`src/rtl/spi_pkg.sv`:
```
`default_nettype none
// +------------------------------------------------------------------+
// | spi_pkg : frame geometry and controller states shared with the   |
// |           SPI register-write peripheral.                 rev 1.0 |
// +------------------------------------------------------------------+
package spi_pkg;
   localparam int   FRAME_W  = 16;
   localparam int   ADDR_W   = 7;
   localparam int   DATA_W   = 8;
   localparam logic RW_WRITE = 1'b1;
   localparam int   MAX_ADDR = 4;

   typedef enum logic [2:0] {
      ST_IDLE  = 3'd0,
      ST_SETUP = 3'd1,
      ST_HIGH  = 3'd2,
      ST_LOW   = 3'd3,
      ST_GAP   = 3'd4
   } ctrl_state_t;

   function automatic int max_int(input int a, input int b);
      return (a > b) ? a : b;
   endfunction
endpackage
`default_nettype wire

```
`src/rtl/spi_controller_if.sv`:
```
`default_nettype none
// +------------------------------------------------------------------+
// | spi_req_if : host-side register request handshake.       rev 1.0 |
// +------------------------------------------------------------------+
interface spi_req_if;
   import spi_pkg::*;

   logic              req_valid;
   logic              req_ready;
   logic              req_rw;
   logic [ADDR_W-1:0] req_addr;
   logic [DATA_W-1:0] req_data;
   logic              busy;
   logic              done;

   modport master (
      output req_valid, req_rw, req_addr, req_data,
      input  req_ready, busy, done
   );

   modport slave (
      input  req_valid, req_rw, req_addr, req_data,
      output req_ready, busy, done
   );
endinterface
`default_nettype wire

```
`src/rtl/spi_tick_counter.sv`:
```
`default_nettype none
// +------------------------------------------------------------------+
// | spi_tick_counter : loadable down-counter, flags terminal count.  |
// |                                                          rev 1.0 |
// +------------------------------------------------------------------+
module spi_tick_counter #(
   parameter int WIDTH = 4
) (
   input  wire logic             clk,
   input  wire logic             rst_n,
   input  wire logic             i_load,
   input  wire logic [WIDTH-1:0] i_value,
   output logic                  o_tc
);
   logic [WIDTH-1:0] r_count;

   // Loading N-1 gives exactly N cycles before the terminal-count cycle ends.
   always_ff @(posedge clk or negedge rst_n) begin
      if (!rst_n) begin
         r_count <= '0;
      end else if (i_load) begin
         r_count <= i_value;
      end else if (r_count != '0) begin
         r_count <= r_count - WIDTH'(1);
      end
   end

   assign o_tc = (r_count == '0);
endmodule
`default_nettype wire

```
`src/rtl/spi_controller.sv`:
```
`default_nettype none
// +------------------------------------------------------------------+
// | spi_controller : SPI mode-0 initiator, one 16-bit {rw,addr,data} |
// |                  frame per accepted request.             rev 1.0 |
// +------------------------------------------------------------------+
module spi_controller
   import spi_pkg::*;
#(
   parameter int CLK_DIV = 4,
   parameter int CS_GAP  = 8
) (
   input  wire logic clk,
   input  wire logic rst_n,
   spi_req_if.slave  req,
   output logic      SCLK,
   output logic      COPI,
   output logic      nCS
);
   localparam int               CNT_W       = $clog2(max_int(CLK_DIV, CS_GAP) + 1);
   localparam logic [CNT_W-1:0] c_HALF_LOAD = CNT_W'(CLK_DIV - 1);
   localparam logic [CNT_W-1:0] c_GAP_LOAD  = CNT_W'(CS_GAP - 1);

   ctrl_state_t        r_state;
   logic [FRAME_W-1:0] r_shreg;
   logic [3:0]         r_bit_cnt;
   logic               r_sclk;
   logic               r_ncs;
   logic               r_ready;
   logic               r_busy;
   logic               r_done;

   logic               w_accept;
   logic               w_load;
   logic               w_tc;
   logic [CNT_W-1:0]   w_load_val;

   assign w_accept   = (r_state == ST_IDLE) && req.req_valid;
   assign w_load     = (r_state == ST_IDLE) ? w_accept : w_tc;
   assign w_load_val = ((r_state == ST_LOW) && (r_bit_cnt == 4'd15)) ? c_GAP_LOAD : c_HALF_LOAD;

   spi_tick_counter #(.WIDTH(CNT_W)) u_tick (
      .clk     (clk),
      .rst_n   (rst_n),
      .i_load  (w_load),
      .i_value (w_load_val),
      .o_tc    (w_tc)
   );

   // COPI is the shift register MSB; the final shift at frame end leaves it zero.
   always_ff @(posedge clk or negedge rst_n) begin
      if (!rst_n) begin
         r_state   <= ST_IDLE;
         r_shreg   <= '0;
         r_bit_cnt <= '0;
         r_sclk    <= 1'b0;
         r_ncs     <= 1'b1;
         r_ready   <= 1'b1;
         r_busy    <= 1'b0;
         r_done    <= 1'b0;
      end else begin
         r_done <= 1'b0;
         case (r_state)
            ST_IDLE: begin
               r_bit_cnt <= '0;
               if (w_accept) begin
                  r_shreg <= {req.req_rw, req.req_addr, req.req_data};
                  r_ncs   <= 1'b0;
                  r_ready <= 1'b0;
                  r_busy  <= 1'b1;
                  r_state <= ST_SETUP;
               end
            end
            ST_SETUP: begin
               if (w_tc) begin
                  r_sclk  <= 1'b1;
                  r_state <= ST_HIGH;
               end
            end
            ST_HIGH: begin
               if (w_tc) begin
                  r_sclk  <= 1'b0;
                  r_state <= ST_LOW;
                  if (r_bit_cnt != 4'd15) begin
                     r_shreg <= {r_shreg[FRAME_W-2:0], 1'b0};
                  end
               end
            end
            ST_LOW: begin
               if (w_tc) begin
                  if (r_bit_cnt == 4'd15) begin
                     r_shreg <= {r_shreg[FRAME_W-2:0], 1'b0};
                     r_ncs   <= 1'b1;
                     r_done  <= 1'b1;
                     r_state <= ST_GAP;
                  end else begin
                     r_bit_cnt <= r_bit_cnt + 4'd1;
                     r_sclk    <= 1'b1;
                     r_state   <= ST_HIGH;
                  end
               end
            end
            ST_GAP: begin
               if (w_tc) begin
                  r_busy  <= 1'b0;
                  r_ready <= 1'b1;
                  r_state <= ST_IDLE;
               end
            end
            default: r_state <= ST_IDLE;
         endcase
      end
   end

   assign SCLK          = r_sclk;
   assign COPI          = r_shreg[FRAME_W-1];
   assign nCS           = r_ncs;
   assign req.req_ready = r_ready;
   assign req.busy      = r_busy;
   assign req.done      = r_done;
endmodule
`default_nettype wire
```
`src/flat_wrapper.sv`:
```
// flat-port wrapper written by rule: the top's interface ports become plain ports
module spi_controller_flat import spi_pkg::*;
#(
   parameter int CLK_DIV = 4,
   parameter int CS_GAP  = 8
)
  (clk, rst_n, SCLK, COPI, nCS, req_req_valid, req_req_rw, req_req_addr, req_req_data, req_req_ready, req_busy, req_done);
  spi_req_if req_i ();
  input  wire logic clk;
  input  wire logic rst_n;
  output logic SCLK;
  output logic COPI;
  output logic nCS;
  input wire logic [$bits(req_i.req_valid)-1:0] req_req_valid;
  input wire logic [$bits(req_i.req_rw)-1:0] req_req_rw;
  input wire logic [$bits(req_i.req_addr)-1:0] req_req_addr;
  input wire logic [$bits(req_i.req_data)-1:0] req_req_data;
  output wire logic [$bits(req_i.req_ready)-1:0] req_req_ready;
  output wire logic [$bits(req_i.busy)-1:0] req_busy;
  output wire logic [$bits(req_i.done)-1:0] req_done;
  assign req_i.req_valid = req_req_valid;
  assign req_i.req_rw = req_req_rw;
  assign req_i.req_addr = req_req_addr;
  assign req_i.req_data = req_req_data;
  assign req_req_ready = req_i.req_ready;
  assign req_busy = req_i.busy;
  assign req_done = req_i.done;
  spi_controller #(.CLK_DIV(CLK_DIV), .CS_GAP(CS_GAP)) u_core (.clk(clk), .rst_n(rst_n), .req(req_i), .SCLK(SCLK), .COPI(COPI), .nCS(nCS));
endmodule
```
`config.mk`:
```
export PLATFORM = sky130hd
export DESIGN_NAME = spi_controller_flat
export DESIGN_NICKNAME = d
export VERILOG_FILES = /design/src/rtl/spi_pkg.sv /design/src/rtl/spi_controller_if.sv /design/src/rtl/spi_tick_counter.sv /design/src/rtl/spi_controller.sv /design/src/flat_wrapper.sv
export SDC_FILE = /design/constraint.sdc
export NUM_CORES = 1
export LEC_CHECK = 0
export CAP_MARGIN = 20
export CORE_AREA = 3 3 82 69
export CTS_BUF_LIST = sky130_fd_sc_hd__clkbuf_16
export CTS_CLUSTER_DIAMETER = 150
export DETAILED_ROUTE_END_ITERATION = 7
export DIE_AREA = 0 0 85 72
export HOLD_SLACK_MARGIN = 0.03
export SYNTH_ARGS = -nofsm -noshare
export SYNTH_HDL_FRONTEND = slang
export SYNTH_HIERARCHICAL = 1
export SYNTH_SLANG_ARGS = --single-unit
```
`constraint.sdc`:
```
create_clock -name clk -period 4 [get_ports clk]
set_clock_uncertainty 0.2 [all_clocks]
set_input_delay 0.4 -clock clk [delete_from_list [all_inputs] [get_ports clk]]
set_output_delay 0.4 -clock clk [all_outputs]
set_load 0.05 [all_outputs]
```
==> reports/qor.csv, run 1 <==
stage,metric,value,unit
worst_setup_path,cp_data_arrival_time,2630,ps
place,dpl.hpwl,2460,um
cts,postCtsHoldBufs,0,
finish,layout_commonest_cell,dfrtp_1,
grt,grt_overflow_total,0,
timing,worstMarginPinSlew,681,ps
finish,nFillCells,437,
worst_hold_path,worstHoldEndpoint,u_core/r_shreg[5]$_DFFE_PN0P_,
grt,grt.total_usage,0.124,
routing,met2_length,1720,um
timing,slew_headroom,0.546,
floorplanning,fp.dieH,72,um
finish,final_cells,240,
run,maxCapViolations,0,
worst_setup_path,timing.rr.end,u_core/u_tick/r_count[3]$_DFFE_PN0P_,
finish,syn_to_final_growth,23.0,%
grt,grt_max_degree,33,
finish,design_area,0.00219,mm2
logic_synthesis,synth_edf_count,0,
cts,clock_sink_count,32,
cts,h-tree-depth,2,
place,place_area,0.00205,mm2
routing,top_layer,met4,
worst_hold_path,min-delay-start,u_core/r_shreg[5]$_DFFE_PN0P_,
worst_setup_path,critPathTopFamily,compound AO/OA/AOI/OAI gates,
routing,wl_met3,137,um
logic_synthesis,yosysWarningCount,6,
worst_setup_path,r2r-start,u_core/u_tick/r_count[0]$_DFFE_PN0P_,
logic_synthesis,yosysSeqAreaShare,0.451,
routing,drc,0,
routing,drtIter0Drc,59,
cts,clk_pin_slew,50,ps
finish,diodes,0,
power,peakVddDrop,287,uV
logic_synthesis,synthCells,152,
logic_synthesis,yosysTopAreaCell,dfrtp_1,
routing,vias,1222,
logic_synthesis,synthTopCellsByArea,"dfrtp_1, mux2_2, mux2_4",
worst_setup_path,start_kind,register,
timing,clock.fmax,374,MHz
routing,via_per_inst,5.09,
floorplanning,ios,25,
grt,antenna_found_initial,0,
worst_setup_path,path_max_fanout,15,
floorplanning,start_util,0.362,
logic_synthesis,avgSynthCellArea,11.7,um2
timing,rsz0062_at_grt,no,
timing,fin_tns_setup,0,ps
worst_setup_path,crit_chain,inv_1 -> ha_1 -> nor3b_4 -> inv_1 -> o22ai_1 -> nor3_1 -> a221o_1,
worst_setup_path,reg2reg_setup_slack,1320,ps
logic_synthesis,ys_types,40,
grt,first_global_vias,1300,
worst_setup_path,cp_common_cell,inv_1,
logic_synthesis,ys_ff_latch,32,
cts,cts-root-buf,clkbuf_16,
cts,clk_latency,280,ps
timing,finalSetupViolCount,0,
routing,wire_per_inst,14.4,um
floorplanning,dieArea,0.00612,mm2
cts,tritoncts,built,
logic_synthesis,synth_top_area_share,0.421,
timing,min_period,2680,ps
finish,seq_area,803,um2
floorplanning,core,0.00492,mm2
finish,multi_input_area,903,um2
cts,cts_resized,0,
timing,hold_viol_final,0,
power,p_leak,0.000944,uW
floorplanning,rows,23,
worst_setup_path,crit_type,reg2reg,
worst_setup_path,max_stage_delay,600,ps
worst_setup_path,cp_slowest_cell,nor3b_4,
routing,firstDrtPassIters,4,
worst_hold_path,whs_path_depth,1,
place,dpl.cell_count,232,
floorplanning,die_w,85,um
grt,grt_pass1_wl,5950,um
routing,wl,3460,um
logic_synthesis,syn_area,0.00178,mm2
finish,drive_gt1_frac,0.270,
logic_synthesis,async_flop_share,1.00,
place,gp_congestion,0.738,
cts,cts_setup_buffers,0,
routing,postRouteAntennaNets,0,
timing,slew_violations,0,
finish,layout_common_cells,"dfrtp_1, clkdlybuf4s50_1, mux2_2",
timing,fin_crit_sh,0.669,
worst_setup_path,path_buf_inv,2,
cts,clock_path_buffers,2,
run_status,status,completed,
finish,final_nets,198,
worst_setup_path,reg2reg_depth,7,
power,power,1600,uW
worst_setup_path,crit_path_end_kind,register,
cts,numCtsBuffers,5,
worst_hold_path,hold_class,reg2reg,
routing,wl_met1,1560,um
power,power.density,729,mW/mm2
logic_synthesis,synthFlopType,dfrtp_1,
worst_setup_path,cp.required,3960,ps
place,io_buffers,24,
[cells in the mapped netlist (all sizes together) (4+ instances only)]
cell / count
a21oi: 10
buf: 4
clkbuf: 5
dfrtp: 30
inv: 4
mux2: 31
nand2: 6
nand3: 6
nor2: 8
nor2b: 4
nor3: 7
o21ai: 5
[where the power goes]
group          total [uW]  leakage (uW)  internal (uW)  switching, uW
clock                 350     0.0000762            224            126
combinational         679      0.000479            376            303
sequential            568      0.000389            453            115
[cell type report]
class | instances | area share
clock inverter | 3 | 0.00571
sequential | 32 | 0.366
tap | 62 | 0.0354
timing repair buffer | 26 | 0.116
clock buffer | 5 | 0.0571
multi-input combinational | 108 | 0.412
inverter | 4 | 0.00685
[how the worst max path moves through the flow]
stage                     depth (start not counted)                                    to                                 start  slack [ps]
after floorplan                                   9  u_core/u_tick/r_count[3]$_DFFE_PN0P_  u_core/u_tick/r_count[0]$_DFFE_PN0P_        1560
after global placement                            7  u_core/u_tick/r_count[3]$_DFFE_PN0P_  u_core/u_tick/r_count[0]$_DFFE_PN0P_        1480
after detailed placement                          7  u_core/u_tick/r_count[3]$_DFFE_PN0P_  u_core/u_tick/r_count[0]$_DFFE_PN0P_        1320
after CTS                                         7  u_core/u_tick/r_count[3]$_DFFE_PN0P_  u_core/u_tick/r_count[0]$_DFFE_PN0P_        1330
after global routing                              7  u_core/u_tick/r_count[3]$_DFFE_PN0P_  u_core/u_tick/r_count[0]$_DFFE_PN0P_        1150
final                                             7  u_core/u_tick/r_count[3]$_DFFE_PN0P_  u_core/u_tick/r_count[0]$_DFFE_PN0P_        1320
[worst reg2reg max path: stages, from the launching register on]
cell,delay [ps]
dfrtp_1,370
inv_1,100
ha_1,210
nor3b_4,600
inv_1,130
o22ai_1,500
nor3_1,110
a221o_1,350
[state kept, by name, summed over array words and instances, names as in the netlist]
name                   count
u_core/req.done            1
u_core/nCS                 1
u_core/r_state             3
u_core/r_shreg            16
u_core/r_bit_cnt           4
u_core/u_tick/r_count      4
u_core/SCLK                1
u_core/req.req_ready       1
u_core/req.busy            1
[stage by stage]
step | worst slack (ps) | hold WS, ps | utilization
global placement | 1480 | 283 | 0.417
detailed placement | 1320 | 293 | 0.417
floorplan | 1560 | -95.6 | -
CTS | 1330 | 305 | 0.445
finish | 1320 | 306 | 0.445
global route | 1150 | 320 | 0.445
[per-layer routing]
layer / up-vias / global-route usage
met5: - / 0
li1: 592 / -
met1: 610 / 0.143
met4: 0 / 0.0457
met3: 4 / 0.0465
met2: 16 / 0.209
[logic make-up (layout without fill, tap and decap cells)]
group | count (synthesis) | count (layout) | share of synthesized area
AND/OR/NAND/NOR | 40 | 40 | 0.140
multiplexers | 34 | 34 | 0.234
flip-flops | 32 | 32 | 0.451
AO/OA/AOI/OAI | 27 | 27 | 0.103
buffers and inverters | 13 | 38 | 0.0442
adder cells (fa/ha/maj) | 2 | 2 | 0.0140
other | 2 | 3 | 0.00422
XOR/XNOR | 2 | 2 | 0.00983
(Power assumes the default switching activity.)
==> inputs of run 2 (changes only) <==
- clock period: 4 -> 2.3 ns (I/O delays scaled with it)
==> run 2 against run 1 <==
Net effect:
- worst setup slack got worse by 1200 ps
- combinational power up 99%
- power grew 89%
- critical path type unchanged
- largest power group unchanged
==> reports/qor.csv, run 2 (synthesis gave the netlist of run 1 again) <==
stage,metric,value,unit,change
place,dpl.cell_count,241,,+3.9%
timing,clock.fmax,466,MHz,+25%
grt,grt.total_usage,0.128,,+0.00466
power,p_leak,0.00102,uW,+8.0%
place,gp_congestion,0.829,,+12%
worst_setup_path,reg2reg_depth,8,,+1
worst_setup_path,max_stage_delay,370,ps,-230 ps
finish,layout_commonest_cell,dfrtp_1,,
routing,wire_per_inst,14.6,um,+0.99%
floorplanning,die_w,85,um,unchanged
timing,slew_violations,0,,unchanged
power,power,3020,uW,+89%
worst_setup_path,cp_slowest_cell,dfrtp_1,,
worst_setup_path,cp.required,2250,ps,-1710 ps
worst_setup_path,crit_path_end_kind,register,,
routing,drtIter0Drc,70,,+19%
place,dp_worst_setup_slack,-11.0,ps,-1330 ps
finish,largest_register,u_core/r_shreg,,
cts,numCtsBuffers,5,,unchanged
timing,hold_viol_final,0,,unchanged
timing,finalSetupViolCount,0,,unchanged
worst_setup_path,r2r-start,u_core/u_tick/r_count[0]$_DFFE_PN0P_,,
routing,postRouteAntennaNets,0,,unchanged
grt,grt_pass1_wl,6200,um,+4.2%
run_status,status,completed,,
finish,final_nets,210,,+6.1%
finish,top_regs,"u_core/r_shreg x16, u_core/r_bit_cnt x4, u_core/u_tick/r_count x4",,
finish,largest_reg_flops,16,,unchanged
worst_setup_path,critPathTopFamily,simple AND/OR/NAND/NOR gates,,
floorplanning,ios,25,,unchanged
routing,via_per_inst,5.08,,-0.16%
timing,fin_hold_ws,148,ps,-157 ps
power,power.density,1300,mW/mm2,+79%
place,dpl.hpwl,2550,um,+3.9%
cts,cts-root-buf,clkbuf_16,,
timing,setup_slack,155,ps,-1170 ps
cts,clk_pin_slew,50,ps,about the same
worst_setup_path,cp_data_arrival_time,2100,ps,-530 ps
floorplanning,dieArea,0.00612,mm2,unchanged
cts,h-tree-depth,2,,unchanged
worst_setup_path,crit_chain,inv_1 -> ha_1 -> nor3b_4 -> buf_6 -> nor2b_1 -> and2_1 -> a21oi_1 -> a32o_1,,
grt,antenna_found_initial,0,,unchanged
finish,drive_gt1_frac,0.321,,+0.0514
worst_setup_path,reg2reg_setup_slack,150,ps,-1170 ps
worst_setup_path,timing.rr.end,u_core/r_bit_cnt[1]$_DFFE_PN0P_,,
timing,fin_crit_sh,0.933,,+0.264
finish,layout_common_cells,"dfrtp_1, clkdlybuf4s50_1, mux2_2",,
timing,slew_headroom,0.660,,+0.114
grt,grt_max_degree,33,,unchanged
floorplanning,fp.dieH,72,um,unchanged
worst_setup_path,crit_type,reg2reg,,
power,peakVddDrop,539,uV,+88%
floorplanning,start_util,0.362,,unchanged
worst_setup_path,path_max_fanout,11,,-4
finish,diodes,0,,unchanged
routing,firstDrtPassIters,4,,unchanged
routing,drc,0,,unchanged
timing,fin_tns_setup,0,ps,unchanged
floorplanning,rows,23,,unchanged
place,io_buffers,24,,unchanged
routing,wl,3670,um,+6.0%
finish,final_cells,252,,+5.0%
timing,min_period,2150,ps,-530 ps
finish,syn_to_final_growth,30.5,%,
grt,grt_overflow_total,0,,unchanged
run,maxCapViolations,0,,unchanged
cts,tritoncts,built,,
cts,clock_sink_count,32,,unchanged
floorplanning,core,0.00492,mm2,unchanged
cts,clk_latency,270,ps,about the same
worst_setup_path,path_buf_inv,2,,unchanged
cts,clock_path_buffers,2,,unchanged
grt,first_global_vias,1324,,+1.8%
timing,worstMarginPinSlew,509,ps,-173 ps
routing,vias,1281,,+4.8%
worst_hold_path,hold_class,in2async,,
worst_setup_path,cp-startpoint,u_core/u_tick/r_count[0]$_DFFE_PN0P_,,
worst_setup_path,start_kind,register,,
-- run 2: metal layers --
layer	wire [um]	global-route usage	up-vias	share of wire
li1	-	-	615	-
met2	1810	0.204	23	0.49
met4	87	0.0598	0	0.024
met1	1660	0.162	634	0.45
met3	121	0.0352	9	0.033
met5	0	0	-	0
-- run 2: where the power goes --
group / internal [uW] / switching, uW / leakage [uW]
sequential: 789 / 162 / 0.000389
combinational: 749 / 598 / 0.000545
clock: 503 / 222 / 0.0000850
total: 2040 / 982 / 0.00102
-- run 2: what timing repair did --
| item | 4_1_cts | 5_1_grt |
|---|---|---|
| hold buffers | 0 | 0 |
| setup buffers | 0 | 3 |
| setup endpoints to repair | 0 | 19 |
| gates resized for setup | 0 | 1 |
-- run 2: metrics by stage --
step                       util  cell area [um2]
after floorplan               -             1790
after global placement    0.431             2120
after detailed placement  0.431             2120
after CTS                 0.465             2290
after global routing      0.472             2320
final                     0.472             2320
-- run 2: how the worst max path moves through the flow --
stage,to,depth (start not counted)
floorplan,u_core/u_tick/r_count[3]$_DFFE_PN0P_,9
global placement,u_core/r_shreg[7]$_DFFE_PN0P_,5
detailed placement,u_core/r_shreg[8]$_DFFE_PN0P_,5
CTS,u_core/r_bit_cnt[1]$_DFFE_PN0P_,8
global route,u_core/r_bit_cnt[2]$_DFFE_PN0P_,9
finish,u_core/r_bit_cnt[1]$_DFFE_PN0P_,8
-- run 2: area by class of cell --
class	count	area, um2
inverter	4	15.0
sequential	32	803
fill	447	2600
multi-input combinational	108	903
clock inverter	3	38.8
timing repair buffer	38	362
tap	62	77.6
clock buffer	5	125
==> inputs of run 3 (changes only) <==
- GPL_ROUTABILITY_DRIVEN: unset -> 0
==> results of run 3 <==
No change in the layout: final DEF, timing and power equal those of run 2.
